`config.mk`:
```
export PLATFORM = sky130hd
export DESIGN_NAME = imem_port_arbiter
export DESIGN_NICKNAME = d
export VERILOG_FILES = /design/src/rtl/imem_port_arbiter.sv
export SDC_FILE = /design/constraint.sdc
export NUM_CORES = 1
export LEC_CHECK = 0
export CAP_MARGIN = 20
export CORE_MARGIN = 5
export CORE_UTILIZATION = 36
export DETAILED_ROUTE_END_ITERATION = 8
export PLACE_DENSITY = 0.83
export SLEW_MARGIN = 20
export SYNTH_ARGS = -nofsm -noshare
export SYNTH_HDL_FRONTEND = slang
export SYNTH_SLANG_ARGS = --single-unit
export TNS_END_PERCENT = 1
```
`constraint.sdc`:
```
create_clock -name clk -period 4.1 [get_ports clk]
set_clock_uncertainty 0.15 [all_clocks]
set_input_delay 0.41 -clock clk [delete_from_list [all_inputs] [get_ports clk]]
set_output_delay 0.41 -clock clk [all_outputs]
set_load 0.01 [all_outputs]
```
`src/rtl/imem_port_arbiter.sv`:
```
// Fetch/debug arbiter for the instruction memory read port, with registered responses.
// Optional address range checking is enabled by defining IMEM_ARB_RANGE_CHECK_EN.
module imem_port_arbiter #(
  parameter int MEM_BYTES = 1024,
  parameter int MAX_WAIT  = 4,
  parameter int ADDR_W    = 32
) (
  input  logic              clk,
  input  logic              rst,
  input  logic              if_req,
  input  logic [ADDR_W-1:0] if_addr,
  output logic              if_gnt,
  output logic              if_rvalid,
  output logic [31:0]       if_rdata,
  output logic              if_err,
  input  logic              dbg_req,
  input  logic [ADDR_W-1:0] dbg_addr,
  output logic              dbg_gnt,
  output logic              dbg_rvalid,
  output logic [31:0]       dbg_rdata,
  output logic              dbg_err,
  output logic [ADDR_W-1:0] mem_addr,
  input  logic [31:0]       mem_rdata
);

  localparam int WCW = $clog2(MAX_WAIT + 1);
  localparam logic [WCW-1:0] WAIT_MAX = WCW'(MAX_WAIT);

  if (MEM_BYTES < 4 || MAX_WAIT < 1) begin : g_bad_cfg
    $error("imem_port_arbiter: MEM_BYTES must be >= 4 and MAX_WAIT >= 1");
  end

  logic [WCW-1:0]    wait_cnt_reg, wait_cnt_next;
  logic              dbg_win, if_win;
  logic [ADDR_W-1:0] sel_addr;
  logic              sel_bad;
  logic [31:0]       rdata_next;
  logic [1:0]        gnt_vec;

  // Grants are masked during reset so nothing is launched while rst is high.
  assign dbg_win = ~rst & dbg_req & (~if_req | (wait_cnt_reg == WAIT_MAX));
  assign if_win  = ~rst & if_req & ~dbg_win;
  assign dbg_gnt = dbg_win;
  assign if_gnt  = if_win;
  assign gnt_vec = {dbg_win, if_win};

  always_comb begin
    sel_addr = '0;
    if (dbg_win) begin
      sel_addr = dbg_addr;
    end else if (if_win) begin
      sel_addr = if_addr;
    end
  end

`ifdef IMEM_ARB_RANGE_CHECK_EN
  localparam logic [ADDR_W-1:0] TOP_ADDR = ADDR_W'(MEM_BYTES - 4);
  assign sel_bad = (sel_addr[1:0] != 2'b00) || (sel_addr > TOP_ADDR);
`else
  assign sel_bad = 1'b0;
`endif

  assign mem_addr   = sel_bad ? '0 : sel_addr;
  assign rdata_next = sel_bad ? 32'h0 : mem_rdata;

  always_comb begin
    wait_cnt_next = '0;
    if (dbg_req && !dbg_win) begin
      wait_cnt_next = (wait_cnt_reg == WAIT_MAX) ? WAIT_MAX : wait_cnt_reg + 1'b1;
    end
  end

  always_ff @(posedge clk or posedge rst) begin
    if (rst) begin
      wait_cnt_reg <= '0;
    end else begin
      wait_cnt_reg <= wait_cnt_next;
    end
  end

  // Index 0 is fetch, index 1 is debug; rdata/err only update on that side's grant.
  for (genvar gi = 0; gi < 2; gi++) begin : g_resp
    logic        rvalid_reg;
    logic        err_reg;
    logic [31:0] rdata_reg;

    always_ff @(posedge clk or posedge rst) begin
      if (rst) begin
        rvalid_reg <= 1'b0;
        err_reg    <= 1'b0;
        rdata_reg  <= 32'h0;
      end else begin
        rvalid_reg <= gnt_vec[gi];
        if (gnt_vec[gi]) begin
          err_reg   <= sel_bad;
          rdata_reg <= rdata_next;
        end
      end
    end
  end

  assign if_rvalid  = g_resp[0].rvalid_reg;
  assign if_rdata   = g_resp[0].rdata_reg;
  assign if_err     = g_resp[0].err_reg;
  assign dbg_rvalid = g_resp[1].rvalid_reg;
  assign dbg_rdata  = g_resp[1].rdata_reg;
  assign dbg_err    = g_resp[1].err_reg;

endmodule

```
Word-level counts from Yosys, hierarchy flattened --
Index checks and enable logic that the tools add are counted.
Word-level totals: flip-flop bits (word level) 69, output and inout port bits 102, logic and storage cells 21
Cells by class: add/sub/neg operators 1, equality and inequality tests 1, multiplexer cells 4, bitwise gates (word level) 8, reductions and logical operators 2
Operator list (count):
- two-way mux 32 bit | 2
- two-way mux 3 bit | 2
- AND 1 bit | 4
- adder 3 x 1 -> 3 bit (second input constant) | 1
- == test 3 bit (second input constant) | 1
- inverter 1 bit | 3
- logical AND 1 bit | 1
- zero test 1 bit | 1
- bitwise OR 1 bit | 1

Longest topological paths before layout --
Gate-level depths: netlist (run 1).
depth in word-level cells 7, gate-level depth with buffers 7

Worst setup path before layout (run 1) --
Ideal clock, no wire load.
path kind input to output, from in rst, to out mem_addr[10], arrival 2.870 ns, data required time 3.540 ns, path slack 0.670 ns, stages 5, path buffers 2, cells stage by stage inv_1 and3_1 buf_6 clkbuf_1 a22o_1
On the way: cells in the longest elaborated chain, start to end 7, elaborated cells on any way between the ends 8, classes of those cells mux (2); bitwise (6)
RTL lines:
- start: declaration | RTL line 9 | input logic rst,
- inverter 1 bit (*) | RTL line 41, 42
- AND 1 bit (2 in a row) | RTL line 41 | assign dbg_win = ~rst & dbg_req & (~if_req | (wait_cnt_reg == WAIT_MAX));
- inverter 1 bit | RTL line 42 | assign if_win = ~rst & if_req & ~dbg_win;
- AND 1 bit | RTL line 42
- two-way mux 32 bit | RTL line 51 | end else if (if_win) begin
- two-way mux 32 bit (*) | RTL line 49 | if (dbg_win) begin
- end: declaration | RTL line 22 | output logic [ADDR_W-1:0] mem_addr,
Every way passes the cells marked *; elsewhere a longest branch is shown, timed or not.

Worst setup path in the final report (run 1) --
from reg wait_cnt_reg[0], to out mem_addr[4]
On the way: cells in the longest elaborated chain, start to end 7
RTL lines:
- start: declaration | RTL line 33 | logic [WCW-1:0] wait_cnt_reg, wait_cnt_next;
- start signal: assignment | RTL line 77 | wait_cnt_reg <= wait_cnt_next;
- == test 3 bit (*) | RTL line 41
- bitwise OR 1 bit (*) | RTL line 41
- AND 1 bit (*) | RTL line 41
- inverter 1 bit | RTL line 42
- AND 1 bit | RTL line 42
- two-way mux 32 bit | RTL line 51
- two-way mux 32 bit (*) | RTL line 49
Marked as above.

==> results of run 1 <==
[worst max-delay path, cell delays in order, from the launching register on]
cell and delay (ns):
dfrtp_1 0.40, inv_1 0.07, ha_1 0.21, a21boi_1 0.12
nor3b_4 0.20, buf_4 0.49, a22o_1 0.29, clkdlybuf4s50_1 0.55
[how the worst min path moves through the flow]
| stage | start | endpoint | slack, ns | cells after the start |
|---|---|---|---|---|
| 2_1_floorplan | wait_cnt_reg[0] | wait_cnt_reg[0] | 0.28 | 1 |
| 3_3_place_gp | wait_cnt_reg[0] | wait_cnt_reg[0] | 0.30 | 1 |
| 3_5_place_dp | wait_cnt_reg[0] | wait_cnt_reg[0] | 0.33 | 1 |
| 4_1_cts | wait_cnt_reg[0] | wait_cnt_reg[0] | 0.33 | 1 |
| 5_1_grt | wait_cnt_reg[0] | wait_cnt_reg[0] | 0.37 | 1 |
| 6_report | wait_cnt_reg[0] | wait_cnt_reg[0] | 0.33 | 1 |
[power by group]
group	switching [µW]	internal [µW]	leakage [µW]	total, µW
Clock	258	377	0.000116	635
Combinational	228	427	0.00127	654
Sequential	60.6	795	0.000820	856
[layout by cell type (no fill, tap or decap), drive strengths merged, types with 2 or more instances in the layout]
cell type        n
clkbuf          11
buf              5
dfrtp           69
bufinv           2
inv              5
clkdlybuf4s50  199
nor2             3
conb             2
a22o            32
ha               2
mux2            64
[routing by layer]
metal  part of all wire (%)  global-route usage, %
met1                     40                   23.0
met2                     52                   31.3
met3                    6.6                   5.17
met4                    1.1                   5.62
met5                      0                      0
[cell families after synthesis]
kind of cell / count (synthesis) / share of synthesized area (%)
AOI/OAI and AO/OA: 35 / 9.95
buffers and inverters: 20 / 4.44
DFF: 69 / 57.2
muxes: 64 / 26.0
other: 1 / 0.124
adders and majority gates: 2 / 0.829
and+or+nand+nor: 8 / 1.45
[metrics by stage]
stage | cell area, µm² | hold WS [ns] | cells | power [µW] | util, %
floorplan | 3020 | 0.283 | 200 | 1110 | -
global placement | 5070 | 0.298 | 493 | 1510 | 62.0
detailed placement | 5070 | 0.325 | 493 | 1530 | 62.0
CTS | 5300 | 0.335 | 509 | 2180 | 64.9
global route | 5300 | 0.371 | 509 | 2250 | 64.9
finish | 5300 | 0.331 | 509 | 2140 | 64.9
[layout make-up]
cell class,count,area (µm²),share of cell area [%]
multi-input combinational,111,1170,22.0
tap,105,131,2.48
clock buffer,11,151,2.85
sequential,69,1730,32.6
clock inverter,5,81.3,1.53
timing repair buffer,204,2030,38.3
inverter,4,15.0,0.283
==> out/metrics.cfg, run 1 <==
[sta]
fin_crit_ns = 3.24
finalWorstSetupSlack_ns = 0.865
fmax_ghz = 0.309
tightest_slew_ns = 0.862
rsz0062_at_grt = false
final_max_slew_viol_count = 0
min_period_over_period_pct = 78.9
max_slew_margin_pct = 42.5
timing.setup.tns_ns = 0
setup_viol = 0
finalHoldViolations = 0

[synthesis]
ys_types = 20
yosys_register_bits = 69
ys.warnings.count = 0
yosysMostFrequentCell = dfrtp_1
ys_seq_area_share_pct = 57.2
synth_top_cells_by_area = dfrtp_1 57%, mux2_2 18%, a22o_1 9.3%
avgSynthCellArea_um2 = 15.2
synth_commonest_cells = 69 x dfrtp_1, 47 x mux2_2, 32 x a22o_1, 17 x mux2_4
ys.flop_type = dfrtp_1
netlist_instances = 199
yosys.area.top_type = dfrtp_1
synthDominantCellAreaShare_pct = 57.2
synthArstFlopShare_pct = 100
synth-edff-count = 0
syn_area_mm2 = 0.00302

[detailed_routing]
ant_nets = 0
firstDrtPassIters = 4
routed_wl_um = 9730
wl_per_cell_um = 19.1
vias = 2464
drtIter0Drc = 84
drt-vias-per-instance = 4.84
drc = 0

[global_route]
grt_max_degree = 70
grt.overflow.total = 0
grt_pass1_vias = 2723
antenna_found_initial = 0
grt_use_total_pct = 18.5
grt_pass1_wl_um = 14500

[hold_path]
hp-class = flip-flop to flip-flop

[critical_path]
cp.required_ns = 3.54
worstPathMaxFanout = 50
crit_path_start_kind = flip-flop
rr_startpoint = wait_cnt_reg[0]
reg2regPathDepth = 6
worstSetupPathType = flip-flop to output port
end_kind = output port
critPathCapture = mem_addr[4]
startpoint = wait_cnt_reg[0]
r2r_slack_ns = 1.57
worstPathArrival_ns = 2.68
r2r_end = if_rdata[26]

[placement]
dp_hpwl_um = 7530
place_ws_ns = 1.01
portBuffers = 199
gp_congestion = 0.751

[clocking]
h-tree-depth = 3
clockRootBuffer = clkbuf_8
cts.sinks = 69
cts.repair.resized = 0
clkTransAtPathRegs_ns = 0.07
hold_buffers = 0
clock_path_buffers = 2
cts_tree = yes
clkLatencyLatePin_ns = 0.33
postCtsSetupRepairBufs = 0
cts_inserted_buffers = 9

[floorplanning]
design.die.area_mm2 = 0.0103
coreArea_mm2 = 0.00818
chipHeight_um = 102
start_util_pct = 36.9
die_w_um = 102
rows = 33
pin_count = 202

[power]
static-leakage-power_uw = 0.00221
ir_drop_v = 0.000203
p_per_area_mw_per_mm2 = 404

[layout]
nets = 501
antenna_cells = 0
n_fill_cell = 624
drive_gt1_share_pct = 21.8
syn_to_final_growth_pct = 75.7

[run]
maxCapViolCount = 0

[outcome]
status = complete, no violations

No activity file was read; power rests on OpenSTA's default activity.
==> inputs of run 2 (changes only) <==
--- a/config.mk
+++ b/config.mk
@@ -7,9 +7,9 @@
 export LEC_CHECK = 0
 export CAP_MARGIN = 20
 export CORE_MARGIN = 5
-export CORE_UTILIZATION = 36
+export CORE_UTILIZATION = 32
 export DETAILED_ROUTE_END_ITERATION = 8
-export PLACE_DENSITY = 0.83
+export PLACE_DENSITY = 0.78
 export SLEW_MARGIN = 20
 export SYNTH_ARGS = -nofsm -noshare
 export SYNTH_HDL_FRONTEND = slang
==> constraint.sdc (replaced) <==
create_clock -name clk -period 2.8 [get_ports clk]
set_clock_uncertainty 0.15 [all_clocks]
set_input_delay 0.28 -clock clk [delete_from_list [all_inputs] [get_ports clk]]
set_output_delay 0.28 -clock clk [all_outputs]
set_load 0.01 [all_outputs]
==> run 2 against run 1 <==
  * Final cell count increased by 2.8%
  * Sequential share of layout area fell by 0.42 points
  * Register-to-register slack worse by 1.1 ns
  * Via count grew 0.37%
  * Critical endpoint is now mem_addr[29]
==> out/metrics.cfg, run 2 (synthesis results as in run 1) <==
[outcome]
status = complete, no violations  ; unchanged

[sta]
max_slew_margin_pct = 41.0  ; was 42.5%
setup_viol = 0  ; unchanged
timing.setup.tns_ns = 0  ; unchanged
finalHoldViolations = 0  ; unchanged
fmax_ghz = 0.375
min_period_over_period_pct = 95.2
tightest_slew_ns = 0.885  ; was 0.862 ns
final_max_slew_viol_count = 0  ; unchanged
fin_crit_ns = 2.67
finalWorstSetupSlack_ns = 0.133  ; was 0.865 ns

[critical_path]
slowest_delay_ns = 0.41  ; was 0.55 ns
critPathTopFamily = buffers and inverters  ; unchanged
end_kind = output port  ; unchanged
worstSetupPathType = flip-flop to output port  ; unchanged
crit_buf_inv = 4  ; was 3
path_cells = inv_1 -> ha_2 -> a21boi_1 -> nor3b_4 -> buf_4 -> clkbuf_16 -> a22o_1 -> dlygate4sd2_1  ; was inv_1 -> ha_1 -> a21boi_1 -> nor3b_4 -> buf_4 -> a22o_1 -> clkdlybuf4s50_1
crit_path_start_kind = flip-flop  ; unchanged
worstPathMaxFanout = 10  ; was 50
worstPathArrival_ns = 2.24  ; was 2.68 ns
cp.required_ns = 2.37  ; was 3.54 ns
cp_slowest_cell = dfrtp_1  ; was clkdlybuf4s50_1

[global_route]
grt_use_total_pct = 16.0  ; was 18.5%
antenna_found_initial = 0  ; unchanged
grt_pass1_wl_um = 14300  ; was 14500 µm
grt_max_degree = 70  ; unchanged
grt_pass1_vias = 2635  ; was 2723
grt.overflow.total = 0  ; unchanged

[layout]
drive_gt1_share_pct = 23.5  ; was 21.8%
syn_to_final_growth_pct = 78.1  ; was 75.7%
layout_commonest_cell = clkdlybuf4s50_1  ; unchanged
antenna_cells = 0  ; unchanged
n_fill_cell = 760  ; was 624
final_cell_mix = 167 x clkdlybuf4s50_1, 69 x dfrtp_1, 47 x mux2_2  ; was 199 x clkdlybuf4s50_1, 69 x dfrtp_1, 47 x mux2_2
fin_util_pct = 58.4  ; was 64.9%
fin_cells = 523  ; was 509
nets = 510  ; was 501

[floorplanning]
coreArea_mm2 = 0.00920  ; was 0.00818 mm²
rows = 35  ; was 33
die_w_um = 107  ; was 102 µm
start_util_pct = 32.8  ; was 36.9%
pin_count = 202  ; unchanged
design.die.area_mm2 = 0.0115  ; was 0.0103 mm²
chipHeight_um = 107  ; was 102 µm

[detailed_routing]
vias = 2473  ; was 2464
drc = 0  ; unchanged
ant_nets = 0  ; unchanged
wl_per_cell_um = 19.3  ; was 19.1 µm
drtIter0Drc = 94  ; was 84
routed_wl_um = 10100  ; was 9730 µm
drt-vias-per-instance = 4.73  ; was 4.84
firstDrtPassIters = 5  ; was 4

[clocking]
clock_path_buffers = 2  ; unchanged
clockRootBuffer = clkbuf_8  ; unchanged
cts_inserted_buffers = 9  ; unchanged
cts.sinks = 69  ; unchanged
clkTransAtPathRegs_ns = 0.06  ; was 0.07 ns
clkLatencyLatePin_ns = 0.33  ; about the same
cts_tree = yes  ; unchanged
h-tree-depth = 3  ; unchanged

[power]
ir_drop_v = 0.000341  ; was 0.000203 V
static-leakage-power_uw = 0.00242  ; was 0.00221 µW
p_per_area_mw_per_mm2 = 545  ; was 404 mW/mm²
total_power_uw = 2930  ; was 2140 µW

[placement]
dp_hpwl_um = 7480  ; was 7530 µm
place_ws_ns = 0.232  ; was 1.01 ns
portBuffers = 199  ; unchanged
place_inst = 501  ; was 493
gp_congestion = 0.802  ; was 0.751

[run]
maxCapViolCount = 0  ; unchanged

[hold_path]
hp-class = flip-flop to flip-flop  ; unchanged

run 2: cell count changes in the layout (fill, tap and decap cells not counted), moves of 2 or more:
cell,change
buf_6,+2
dlymetal6s2s_1,+5
dlygate4sd2_1,+27
clkinv_2,+2
bufinv_16,-2
clkdlybuf4s50_1,-32
buf_12,+2
clkbuf_16,+2
buf_4,+3
run 2: metal layers:
metal / GRT usage [%] / wire length, µm / vias to the layer above
met5: 0 / 0 / -
met4: 4.57 / 136 / 0
met3: 5.18 / 609 / 11
met2: 27.8 / 5160 / 85
met1: 19.0 / 4170 / 1228
li1: - / - / 1149
run 2: cell type report:
type	instances	area [µm²]	area share [%]
inverters	4	18.8	0.349
clock buffers	11	151	2.82
flip-flops and latches	69	1730	32.1
well taps	111	139	2.58
clock inverters	4	23.8	0.442
multi-input cells	111	1170	21.8
repair buffers	213	2140	39.9
run 2: per-stage QoR:
stage / hold WS, ns / cell area, µm²
4_1_cts: 0.351 / 5270
3_5_place_dp: 0.336 / 5120
6_report: 0.343 / 5370
5_1_grt: 0.361 / 5370
2_1_floorplan: 0.278 / 3030
3_3_place_gp: 0.298 / 5120
run 2: worst paths after layout:
check	from	to	slack (ns)	depth (start not counted)
setup / recovery	wait_cnt_reg[0]	mem_addr[29]	0.13	8
hold / removal	wait_cnt_reg[0]	wait_cnt_reg[0]	0.34	1
setup reg to reg	wait_cnt_reg[0]	dbg_rdata[21]	0.48	8
hold reg to reg	wait_cnt_reg[0]	wait_cnt_reg[0]	0.34	1
min in group asynchronous	rst	if_rdata[30]	0.57	3
max in group asynchronous	rst	if_rdata[29]	1.34	3
run 2: where the power goes:
| group | internal [µW] | leakage, µW | switching [µW] |
|---|---|---|---|
| clock | 362 | 0.0000949 | 356 |
| combinational | 622 | 0.00151 | 335 |
| sequential | 1160 | 0.000820 | 90.8 |
run 2: timing repair:
item	in CTS	in global routing
setup endpoints to repair	29	5
gates cloned	0	2
hold buffers	0	0
resized for setup	28	7
hold endpoints to repair	0	0
setup buffers	0	5
pin swaps	0	1
